<file path="src/rtl/pulse_ctrl_pkg.sv">
// Shared types for the pulse burst controller and its timebase.
package pulse_ctrl_pkg;
   typedef enum logic [1:0] {S_IDLE, S_RUN, S_DONE} pulse_ctrl_state_t;
endpackage

</file>
<file path="src/rtl/pulse_generator.sv">
// Free-running period timebase: strobes once every `ticks` enabled clocks (0 = 2^N).
// Latency: first strobe in the ticks-th enabled cycle after a clear; no backpressure.
module pulse_generator #(
   parameter int N = 8
) (
   input  logic         clk,
   input  logic         rst,
   input  logic         ena,
   input  logic [N-1:0] ticks,
   output logic         strobe
);
   logic [N-1:0] cnt;
   logic [N-1:0] last;

   // ticks == 0 makes last all-ones, so the match lands on the natural wrap.
   assign last   = ticks - N'(1);
   assign strobe = ena && (cnt == last);

   always_ff @(posedge clk) begin
      if (rst)
         cnt <= '0;
      else if (ena)
         cnt <= strobe ? '0 : cnt + N'(1);
   end
endmodule

</file>
<file path="src/rtl/pulse_burst_controller.sv">
// Emits a burst of `count` pulses spaced `period` clocks apart, then a one-cycle done.
// Start accepted only while ready (IDLE); abort cancels a running burst with no done.
module pulse_burst_controller
   import pulse_ctrl_pkg::*;
#(
   parameter int N = 8,
   parameter int M = 8
) (
   input  logic         clk,
   input  logic         rst,
   input  logic         start,
   input  logic [N-1:0] period,
   input  logic [M-1:0] count,
   input  logic         abort,
   output logic         ready,
   output logic         busy,
   output logic         pulse,
   output logic         done,
   output logic [M-1:0] remaining
);
   pulse_ctrl_state_t state;
   logic [N-1:0]      per_q;
   logic              accept;
   logic              abort_run;
   logic              tb_strobe;

   assign accept    = start && ready;
   assign abort_run = abort && (state == S_RUN);
   assign ready     = (state == S_IDLE) && !rst;
   assign busy      = (state == S_RUN);
   assign done      = (state == S_DONE);
   assign pulse     = tb_strobe && (state == S_RUN) && !abort;

   pulse_generator #(.N(N)) u_timebase (
      .clk    (clk),
      .rst    (rst | accept | abort_run),
      .ena    (state == S_RUN),
      .ticks  (per_q),
      .strobe (tb_strobe)
   );

   always_ff @(posedge clk) begin
      if (rst) begin
         state     <= S_IDLE;
         per_q     <= '0;
         remaining <= '0;
      end else begin
         case (state)
            S_IDLE: begin
               if (accept) begin
                  per_q     <= period;
                  remaining <= count;
                  state     <= (count == '0) ? S_DONE : S_RUN;
               end
            end
            S_RUN: begin
               if (abort) begin
                  state     <= S_IDLE;
                  remaining <= '0;
               end else if (pulse) begin
                  remaining <= remaining - M'(1);
                  if (remaining == M'(1))
                     state <= S_DONE;
               end
            end
            S_DONE:  state <= S_IDLE;
            default: state <= S_IDLE;
         endcase
      end
   end
endmodule

</file>
<file path="config.mk">
export PLATFORM = sky130hd
export DESIGN_NAME = pulse_burst_controller
export DESIGN_NICKNAME = d
export VERILOG_FILES = /design/src/rtl/pulse_ctrl_pkg.sv /design/src/rtl/pulse_generator.sv /design/src/rtl/pulse_burst_controller.sv
export SDC_FILE = /design/constraint.sdc
export NUM_CORES = 1
export LEC_CHECK = 0
export ABC_AREA = 0
export ABC_CLOCK_PERIOD_IN_PS = 7050
export BUFFER_PORTS_ARGS = -buffer_cell sky130_fd_sc_hd__buf_2
export CORE_UTILIZATION = 59
export DETAILED_ROUTE_END_ITERATION = 8
export GPL_TIMING_DRIVEN = 0
export PLACE_DENSITY = 0.95
export SLEW_MARGIN = 25
export SYNTH_ARGS = -nofsm -noshare
export SYNTH_HDL_FRONTEND = slang
export SYNTH_SLANG_ARGS = --single-unit
</file>
<file path="constraint.sdc">
create_clock -name clk -period 7.05 [get_ports clk]
set_clock_uncertainty 0.2 [all_clocks]
set_input_delay 1.41 -clock clk [delete_from_list [all_inputs] [get_ports clk]]
set_output_delay 1.41 -clock clk [all_outputs]
set_load 0.05 [all_outputs]
</file>
; Yosys cells after proc, flatten, opt, wreduce, memory -nomap -nowiden
; Index checks and enable logic that the tools add are counted.
[totals]
reg_bits = 26
input_bits = 20
wordCells = 41
[op_classes]
n_addsub = 3
eq_ne = 7
n_mux = 11
n_bitwise = 2
n_reduce_logical = 14
[op_table]
columns = cell, count
row1 = $mux 8, 4
row2 = $pmux 8 s2, 1
row3 = $sub 8x1->8 const B, 2
row4 = $mux 2, 5
row5 = $add 8x1->8 const B, 1
row6 = $eq 8x1->1 const B, 1
row7 = $eq 8x8->1, 1
row8 = $logic_not 8->1, 1
row9 = $logic_and 1x1->1, 6
row10 = $ne 3x3->1 const B, 2
row11 = $reduce_and 3->1, 2
row12 = $pmux 2 s2, 1
row13 = $eq 2x1->1 const B, 1
row14 = $eq 2x2->1 const B, 1
row15 = $logic_not 1->1, 2
row16 = $logic_not 2->1, 1
row17 = $ne 2x2->1 const B, 1
row18 = $or 1x1->1, 2
row19 = $reduce_and 2->1, 1
row20 = $reduce_bool 2->1, 1

; Logic depth before layout (Yosys ltp)
; Gate-level depths: netlist of the first run.
[depth]
depth_word = 8
mapped_depth = 9
depth_no_buf = 8

; Hierarchy
; A second synthesis of the first run with hierarchy kept.
[hier_totals]
cells_unflattened = 207
area_unflattened_um2 = 1659.1
[by_module_without_submodules]
columns = module, n_inst, cells_per_inst, area_each_um2, seq_area_each_um2
row1 = pulse_burst_controller, 1, 131, 1021.0, 360.3
row2 = pulse_generator, 1, 76, 638.1, 160.2

; Worst setup path after synthesis of the first run
; Ideal clock, no wire load.
[synth_timing]
kind = input-to-output
start = input port abort
end = output port pulse
t_arrival_ps = 3232
required_ps = 5440
path_slack_ps = 2208
path_stages = 4
n_path_buf = 1
cell_sequence = clkbuf_1 inv_1 nand2_1 nor4_1
[synth_between]
elab_chain_cells = 2
[synth_rtl]
columns = element, line_no
row1 = "start, declared", pulse_burst_controller.sv:14  ; input logic abort,
row2 = $logic_not 1->1, pulse_burst_controller.sv:32  ; assign pulse = tb_strobe && (state == S_RUN) && !abort;
row3 = $logic_and 1x1->1, pulse_burst_controller.sv:32
row4 = "end, declared", pulse_burst_controller.sv:17  ; output logic pulse,
; No other way between the ends.

; Worst setup path after layout of the first run
[layout_timing]
start = input port rst
end = output port ready
[layout_between]
elab_chain_cells = 2
[layout_rtl]
columns = element, line_no
row1 = "start, declared", pulse_burst_controller.sv:10  ; input logic rst,
row2 = $logic_not 1->1, pulse_burst_controller.sv:29  ; assign ready = (state == S_IDLE) && !rst;
row3 = $logic_and 1x1->1, pulse_burst_controller.sv:29
row4 = "end, declared", pulse_burst_controller.sv:15  ; output logic ready,
; No other way between the ends.

==> results of run 1 <==
==> kinds of logic (layout without fill, tap and decap cells) <==
family	count (synthesis)	after routing
AND/OR/NAND/NOR	93	93
XOR/XNOR	16	16
flip-flops	26	26
buffers and inverters	22	56
adder cells (fa/ha/maj)	4	4
AO/OA/AOI/OAI	58	58
multiplexers	1	1
==> area by class of cell <==
cell class | instances | share of cell area, %
Multi-Input combinational cell | 172 | 57.3
Clock inverter | 1 | 1.51
Timing Repair Buffer | 30 | 7.57
Tap cell | 31 | 1.96
Sequential cell | 26 | 26.2
Clock buffer | 3 | 1.14
Inverter | 9 | 1.70
Buffer | 13 | 2.59
==> report_power, final <==
group / switching (W) / internal (W) / total, W
clock network: 0.0000481 / 0.0000575 / 0.000106
logic: 0.0000855 / 0.0000484 / 0.000134
registers: 0.0000124 / 0.000156 / 0.000169
==> worst paths after layout <==
| check | start | to | slack, ns | cells past startpoint |
|---|---|---|---|---|
| max | rst | ready | 2.85 | 5 |
| min | per_q[7] | per_q[7] | 0.30 | 2 |
| max reg2reg | per_q[0] | u_timebase.cnt[5] | 4.39 | 9 |
| min reg2reg | per_q[7] | per_q[7] | 0.30 | 2 |
==> flip-flops by register name, indices dropped and copies added, names as in the netlist <==
register and count:
per_q 8, remaining 8, u_timebase.cnt 8, state 2
==> synth_stat cells, types with 2 or more instances <==
| library cell | n |
|---|---|
| dfxtp_1 | 26 |
| nand2_1 | 22 |
| nor2_1 | 20 |
| a21oi_1 | 16 |
| o21ai_0 | 11 |
| clkbuf_1 | 10 |
| nor3_1 | 9 |
| inv_1 | 8 |
| nand3_1 | 8 |
| xnor2_1 | 8 |
| xor2_1 | 8 |
| o31ai_1 | 7 |
| nand2b_1 | 5 |
| nor2b_1 | 5 |
| ha_1 | 4 |
| a31oi_1 | 3 |
| nor4_1 | 3 |
| a22oi_1 | 2 |
| a311oi_1 | 2 |
| and3_1 | 2 |
| buf_2 | 2 |
| nand3b_1 | 2 |
| nand4_1 | 2 |
| nand4b_1 | 2 |
| nor4_4 | 2 |
| o21ai_1 | 2 |
| o21bai_1 | 2 |
| or2_2 | 2 |
| or4_1 | 2 |
==> layer usage <==
metal  vias to the layer above  share of wire (%)  global-route usage [%]
li1                        860                  -                       -
met1                       780                 41                    33.3
met2                        81                 50                    48.8
met3                        12                7.1                    6.91
met4                         0                1.9                    7.32
met5                         -                  0                       0
==> worst register-to-register path, stage by stage, from the launching register on <==
cell and delay [ns]:
dfxtp_1 0.45, inv_1 0.09, ha_1 0.19, buf_2 0.16
xor2_1 0.15, o2111ai_1 0.24, o221ai_2 0.24, o31a_4 0.42
o21bai_1 0.34, nor2_1 0.09
==> metrics by stage <==
| step | hold slack [ns] | total power [W] | util, % | area [um2] |
|---|---|---|---|---|
| after floorplan | 0.261 | 0.000274 | - | 1740 |
| after global placement | 0.288 | 0.000301 | 69.4 | 1930 |
| after detailed placement | 0.291 | 0.000304 | 69.4 | 1930 |
| after CTS | 0.310 | 0.000407 | 71.3 | 1980 |
| after global routing | 0.347 | 0.000430 | 71.3 | 1980 |
| final | 0.302 | 0.000408 | 71.3 | 1980 |
==> reports/qor.csv, run 1 <==
stage,metric,value,unit
global_routing,largest net degree at the start of global routing,16,
timing,final worst-path cycle share,59.6,%
run,MaxCap Viol Count,0,
logic_synthesis,number of synthesized flops with an enable pin,0,
timing,Final Hold Viols,0,
logic_synthesis,ys async rst share,0,%
logic_synthesis,mux contribution to synthesized area,0.575,%
placement,GP Congestion,0.948,
clock_tree,CTS root buffer,clkbuf_4,
logic_synthesis,Synth Register Bits,26,
timing,Final Critical Period,4.20,ns
logic_synthesis,synthesized-area fraction occupied by adder cells,2.87,%
drt,WL final,4000,um
cells_and_area,area occupied by multi-input gates,1140,um2
timing,Slew Limit Fails,0,
floorplanning,initial core utilization,62.6,%
global_routing,number of global-route vias before repair,1621,
clock_tree,H-tree depth,1,
placement,PortBufs,30,
drt,DR iter-0 viols,73,
logic_synthesis,sequential-to-total area share from yosys stat,29.9,%
power_and_ir_drop,maximum VDD drop,0.000195,V
drt,DR WL/cell,14.0,um
timing,Final WS setup,2.85,ns
timing,Rel. slew slack,58.1,%
setup_path,CP max-delay cell,clkbuf_1,
logic_synthesis,Post-synth top flop,dfxtp_1,
clock_tree,PostCTS Resize Cnt,0,
cells_and_area,most frequent cells in the layout,"buf_2 (32), dfxtp_1 (26), nand2_1 (22)",
placement,post-DP HPWL,3020,um
logic_synthesis,post-synth top area share,29.9,%
logic_synthesis,Mapped Area,1740,um2
floorplanning,core area,2780,um2
drt,First-pass DRT Iterations,5,
cells_and_area,area grow syn2layout,13.9,%
power_and_ir_drop,Pleak,0.787,nW
clock_tree,clk buf depth,2,
logic_synthesis,Post-Synthesis Cells,220,
cells_and_area,"commonest non-fill, non-tap cell in the layout",buf_2,
logic_synthesis,Post-Synth XOR/XNOR Area,8.05,%
drt,Vias/cell,6.08,
timing,# setup viols final,0,
global_routing,remaining global-route overflow,0,
floorplanning,num ports,32,
cells_and_area,fin nets,279,
logic_synthesis,largest family of logic cells by synthesized area,simple AND/OR/NAND/NOR gates,
logic_synthesis,Synth area leaders,"dfxtp_1 (30%), nand2_1 (4.7%), a21oi_1 (4.6%)",
drt,Vias,1733,
placement,placed cell count,281,
setup_path,critical path class,in -> out,
setup_path,Worst Path Arrival,2.59,ns
logic_synthesis,Syn. warnings,0,
placement,Post-Place Setup Slack,2.87,ns
drt,DRC viols,0,
logic_synthesis,Yosys cell types,52,
logic_synthesis,post-synthesis compound-gate area fraction,24.1,%
floorplanning,die area,3170,um2
outcome,outcome,"complete, no violations",
clock_tree,hold buffer count at CTS,0,
logic_synthesis,Post-Syn Nets,244,
setup_path,Worst Path Required,5.44,ns
setup_path,"Max FO, Critical Path",10,
timing,RSZ-0062 raised after global routing,no,
cells_and_area,antenna diode count,0,
setup_path,crit path cell chain,"buf_2, clkbuf_1, clkbuf_1, nor3_1, buf_2",
logic_synthesis,Post-Synth Simple-Gate Area,29.6,%
clock_tree,Post-CTS Setup Inserts,0,
setup_path,worst path bufs/invs,4,
clock_tree,worst skew pair latency,0.33,ns
clock_tree,TritonCTS clock tree,yes,
timing,Slew @ Worst Pin,0.621,ns
floorplanning,chip height,56.3,um
cells_and_area,register area,520,um2
setup_path,Setup crit start kind,input pin,
timing,maximum clock rate,238,MHz
setup_path,Crit. End Element,output pin,
clock_tree,CTS Buf Count,3,
power_and_ir_drop,Power Dens Cells,206,nW/um2
cells_and_area,Final Non-Filler Cells,285,
global_routing,global-route wire length before repair,7050,um
hold_path,min-delay worst type,reg -> reg,
global_routing,gr usage total,27.6,%
drt,antenna-violating nets left,0,
timing,setup TNS,0,ns
clock_tree,CTS Sinks,26,
floorplanning,Die X,56.3,um
logic_synthesis,Synth area leader,dfxtp_1,
setup_path,max incr delay on CP,0.44,ns
floorplanning,Core Rows,19,
clock_tree,clock slew seen by the registers of the worst setup and hold paths,0.15,ns
global_routing,initial antenna violation count,0,
cells_and_area,layout cells sized above 1,19.3,%
setup_path,cell family with most CP delay,buffers and inverters,
cells_and_area,number of fill cells,225,
logic_synthesis,Mean Syn Cell Area,7.92,um2
(Power assumes the default switching activity.)
==> run 2, diff against run 1 <==
--- a/config.mk
+++ b/config.mk
@@ -5,13 +5,13 @@
 export SDC_FILE = /design/constraint.sdc
 export NUM_CORES = 1
 export LEC_CHECK = 0
-export ABC_AREA = 0
-export ABC_CLOCK_PERIOD_IN_PS = 7050
+export ABC_AREA = 1
+export ABC_CLOCK_PERIOD_IN_PS = 4390
 export BUFFER_PORTS_ARGS = -buffer_cell sky130_fd_sc_hd__buf_2
-export CORE_UTILIZATION = 59
+export CORE_UTILIZATION = 55
 export DETAILED_ROUTE_END_ITERATION = 8
 export GPL_TIMING_DRIVEN = 0
-export PLACE_DENSITY = 0.95
+export PLACE_DENSITY = 0.9
 export SLEW_MARGIN = 25
 export SYNTH_ARGS = -nofsm -noshare
 export SYNTH_HDL_FRONTEND = slang
==> constraint.sdc (replaced) <==
create_clock -name clk -period 4.39 [get_ports clk]
set_clock_uncertainty 0.2 [all_clocks]
set_input_delay 0.878 -clock clk [delete_from_list [all_inputs] [get_ports clk]]
set_output_delay 0.878 -clock clk [all_outputs]
set_load 0.05 [all_outputs]
==> reports/qor.csv, run 2 <==
stage,metric,value,unit
outcome,outcome,"complete, no violations",
setup_path,worst setup path start,per_q[0],
drt,antenna-violating nets left,0,
power_and_ir_drop,clock share of power,19.4,%
logic_synthesis,Synth Register Bits,26,
power_and_ir_drop,Power Dens Cells,334,nW/um2
placement,PortBufs,30,
timing,Slew @ Worst Pin,0.557,ns
logic_synthesis,sequential-to-total area share from yosys stat,30.4,%
cells_and_area,fin nets,312,
global_routing,gr usage total,24.5,%
timing,Rel. slew slack,62.5,%
clock_tree,PostCTS Resize Cnt,0,
clock_tree,CTS Buf Count,3,
global_routing,largest net degree at the start of global routing,15,
floorplanning,chip height,57.8,um
cells_and_area,layout cells sized above 1,20.6,%
setup_path,Setup crit start kind,register,
power_and_ir_drop,Sw Pwr,0.000260,W
hold_path,min-delay worst type,reg -> reg,
logic_synthesis,most frequent cell after synthesis,nand2_1,
placement,placed cell count,314,
clock_tree,hold buffer count at CTS,0,
logic_synthesis,number of synthesized flops with an enable pin,0,
power_and_ir_drop,Pint,0.000387,W
hold_path,beginning of the worst hold path,per_q[7],
power_and_ir_drop,sw frac,40.2,%
global_routing,remaining global-route overflow,0,
logic_synthesis,Post-Synthesis Cells,253,
floorplanning,core area,2850,um2
logic_synthesis,post-synth top area share,30.4,%
setup_path,r2r setup slk,2.27,ns
setup_path,CP max-delay cell,dfxtp_1,
timing,# setup viols final,0,
clock_tree,CTS root buffer,clkbuf_4,
clock_tree,clk buf depth,2,
logic_synthesis,Post-Syn Nets,277,
setup_path,"Max FO, Critical Path",6,
cells_and_area,most frequent cells in the layout,"nand2_1 (53), inv_1 (31), buf_2 (30)",
clock_tree,CTS Sinks,26,
logic_synthesis,Synth top cells by count,"nand2_1 (53), inv_1 (31), dfxtp_1 (26)",
placement,post-DP HPWL,2920,um
floorplanning,Die X,57.8,um
drt,DR WL/cell,11.9,um
global_routing,global-route wire length before repair,6410,um
cells_and_area,area grow syn2layout,13.2,%
setup_path,critical path class,reg -> out,
timing,maximum clock rate,314,MHz
cells_and_area,antenna diode count,0,
logic_synthesis,Syn. warnings,0,
floorplanning,die area,3340,um2
logic_synthesis,Mean Syn Cell Area,6.77,um2
power_and_ir_drop,maximum VDD drop,0.000211,V
timing,Final Critical Period,3.19,ns
setup_path,Worst Path Arrival,2.11,ns
drt,DRC viols,0,
global_routing,number of global-route vias before repair,1632,
run,MaxCap Viol Count,0,
clock_tree,worst skew pair latency,0.33,ns
placement,GP Congestion,0.929,
timing,Final Hold Viols,0,
logic_synthesis,Synth area leader,dfxtp_1,
setup_path,worst reg2reg path startpoint,per_q[0],
cells_and_area,number of fill cells,247,
floorplanning,Core Rows,19,
clock_tree,H-tree depth,1,
drt,First-pass DRT Iterations,4,
logic_synthesis,ys async rst share,0,%
logic_synthesis,Post-synth top flop,dfxtp_1,
timing,setup TNS,0,ns
floorplanning,initial core utilization,60.0,%
power_and_ir_drop,Tot Pwr,0.000647,W
setup_path,Most common cell on crit path,nor2_1,
logic_synthesis,Mapped Area,1710,um2
drt,Vias,1753,
drt,DR iter-0 viols,57,
setup_path,crit path cell chain,"inv_1, ha_1, xnor2_1, nor2_1, nand3_2, nor2_4, nand3_4, nor2_1, buf_2",
drt,WL final,3770,um
power_and_ir_drop,sequential share of power,42.7,%
setup_path,max incr delay on CP,0.38,ns
cells_and_area,Final Non-Filler Cells,318,
cells_and_area,"commonest non-fill, non-tap cell in the layout",nand2_1,
setup_path,Worst Path Required,3.31,ns
drt,Vias/cell,5.51,
timing,WHS,0.319,ns
cells_and_area,Regs by FF count,"per_q (8), remaining (8), u_timebase.cnt (8)",
logic_synthesis,Yosys cell types,33,
power_and_ir_drop,Logic pwr share,37.8,%
global_routing,initial antenna violation count,0,
clock_tree,Post-CTS Setup Inserts,0,
floorplanning,num ports,32,
setup_path,Worst R2R Path Depth,12,
timing,final worst-path cycle share,72.6,%
timing,RSZ-0062 raised after global routing,no,
setup_path,Worst Setup EP,pulse,
clock_tree,TritonCTS clock tree,yes,
setup_path,reg-to-reg endpoint,remaining[4],
setup_path,Crit. End Element,output pin,
power_and_ir_drop,Pleak,0.944,nW
timing,Slew Limit Fails,0,
logic_synthesis,Synth area leaders,"dfxtp_1 (30%), nand2_1 (12%), nand3_1 (7.0%)",
clock_tree,clock slew seen by the registers of the worst setup and hold paths,0.15,ns
[run 2: cell count changes after synthesis, moves of 3 or more]
cell	change
nand2_1	+31
inv_1	+23
nand3_1	+16
clkbuf_1	-8
o31ai_1	-7
inv_2	+5
nand2_2	+5
nand2b_1	-5
nor2b_1	-5
nor3_1	-5
nand4_1	+4
nor2_2	+4
xnor2_1	-4
nand3b_1	+3
[run 2: layout make-up]
cell class	instances	area, um2	area share, %
Buffer	4	30.0	1.55
Clock buffer	4	36.3	1.87
Inverter	37	139	7.17
Multi-Input combinational cell	186	1020	52.8
Sequential cell	26	520	26.9
Tap cell	31	38.8	2.00
Timing Repair Buffer	30	150	7.75
[run 2: power by group through the flow]
stage                     logic, W  clock network [W]  registers (W)
after floorplan           0.000159                  0       0.000312
after global placement    0.000237                  0       0.000280
after detailed placement  0.000242                  0       0.000281
after CTS                 0.000244           0.000129       0.000276
after global routing      0.000272           0.000136       0.000280
final                     0.000245           0.000126       0.000277
[run 2: kinds of logic after synthesis]
family	count (synthesis)	share of synthesized area (%)
fa+ha+maj	4	2.92
simple gates	132	38.4
xor+xnor	10	5.12
flops	26	30.4
buf+inv	41	9.87
compound gates	40	13.3
[run 2: worst max-delay path: cells and delay by family, from the launching register on]
family / cells / cell delay [ns]
AND/OR/NAND/NOR: 5 / 0.57
buffers and inverters: 2 / 0.39
flip-flops: 1 / 0.38
XOR/XNOR: 1 / 0.12
adder cells (fa/ha/maj): 1 / 0.33
[run 2: how the worst min path moves through the flow]
stage | to | cells after the start
2_1_floorplan | per_q[7] | 1
3_3_place_gp | per_q[7] | 1
3_5_place_dp | per_q[7] | 1
4_1_cts | per_q[7] | 1
5_1_grt | u_timebase.cnt[1] | 2
6_report | per_q[7] | 1
[run 2: layer usage]
metal,wire (um),global-route usage [%]
met5,0,0
met3,169,4.91
met1,1700,28.6
met2,1820,43.4
met4,76,11.2
[run 2: through the flow]
| step | utilization [%] | instance area [um2] | setup slack [ns] |
|---|---|---|---|
| 6_report | 67.9 | 1940 | 1.20 |
| 5_1_grt | 67.9 | 1940 | 1.02 |
| 4_1_cts | 67.9 | 1940 | 1.18 |
| 3_3_place_gp | 66.6 | 1900 | 1.52 |
| 2_1_floorplan | - | 1710 | 1.41 |
| 3_5_place_dp | 66.6 | 1900 | 1.55 |
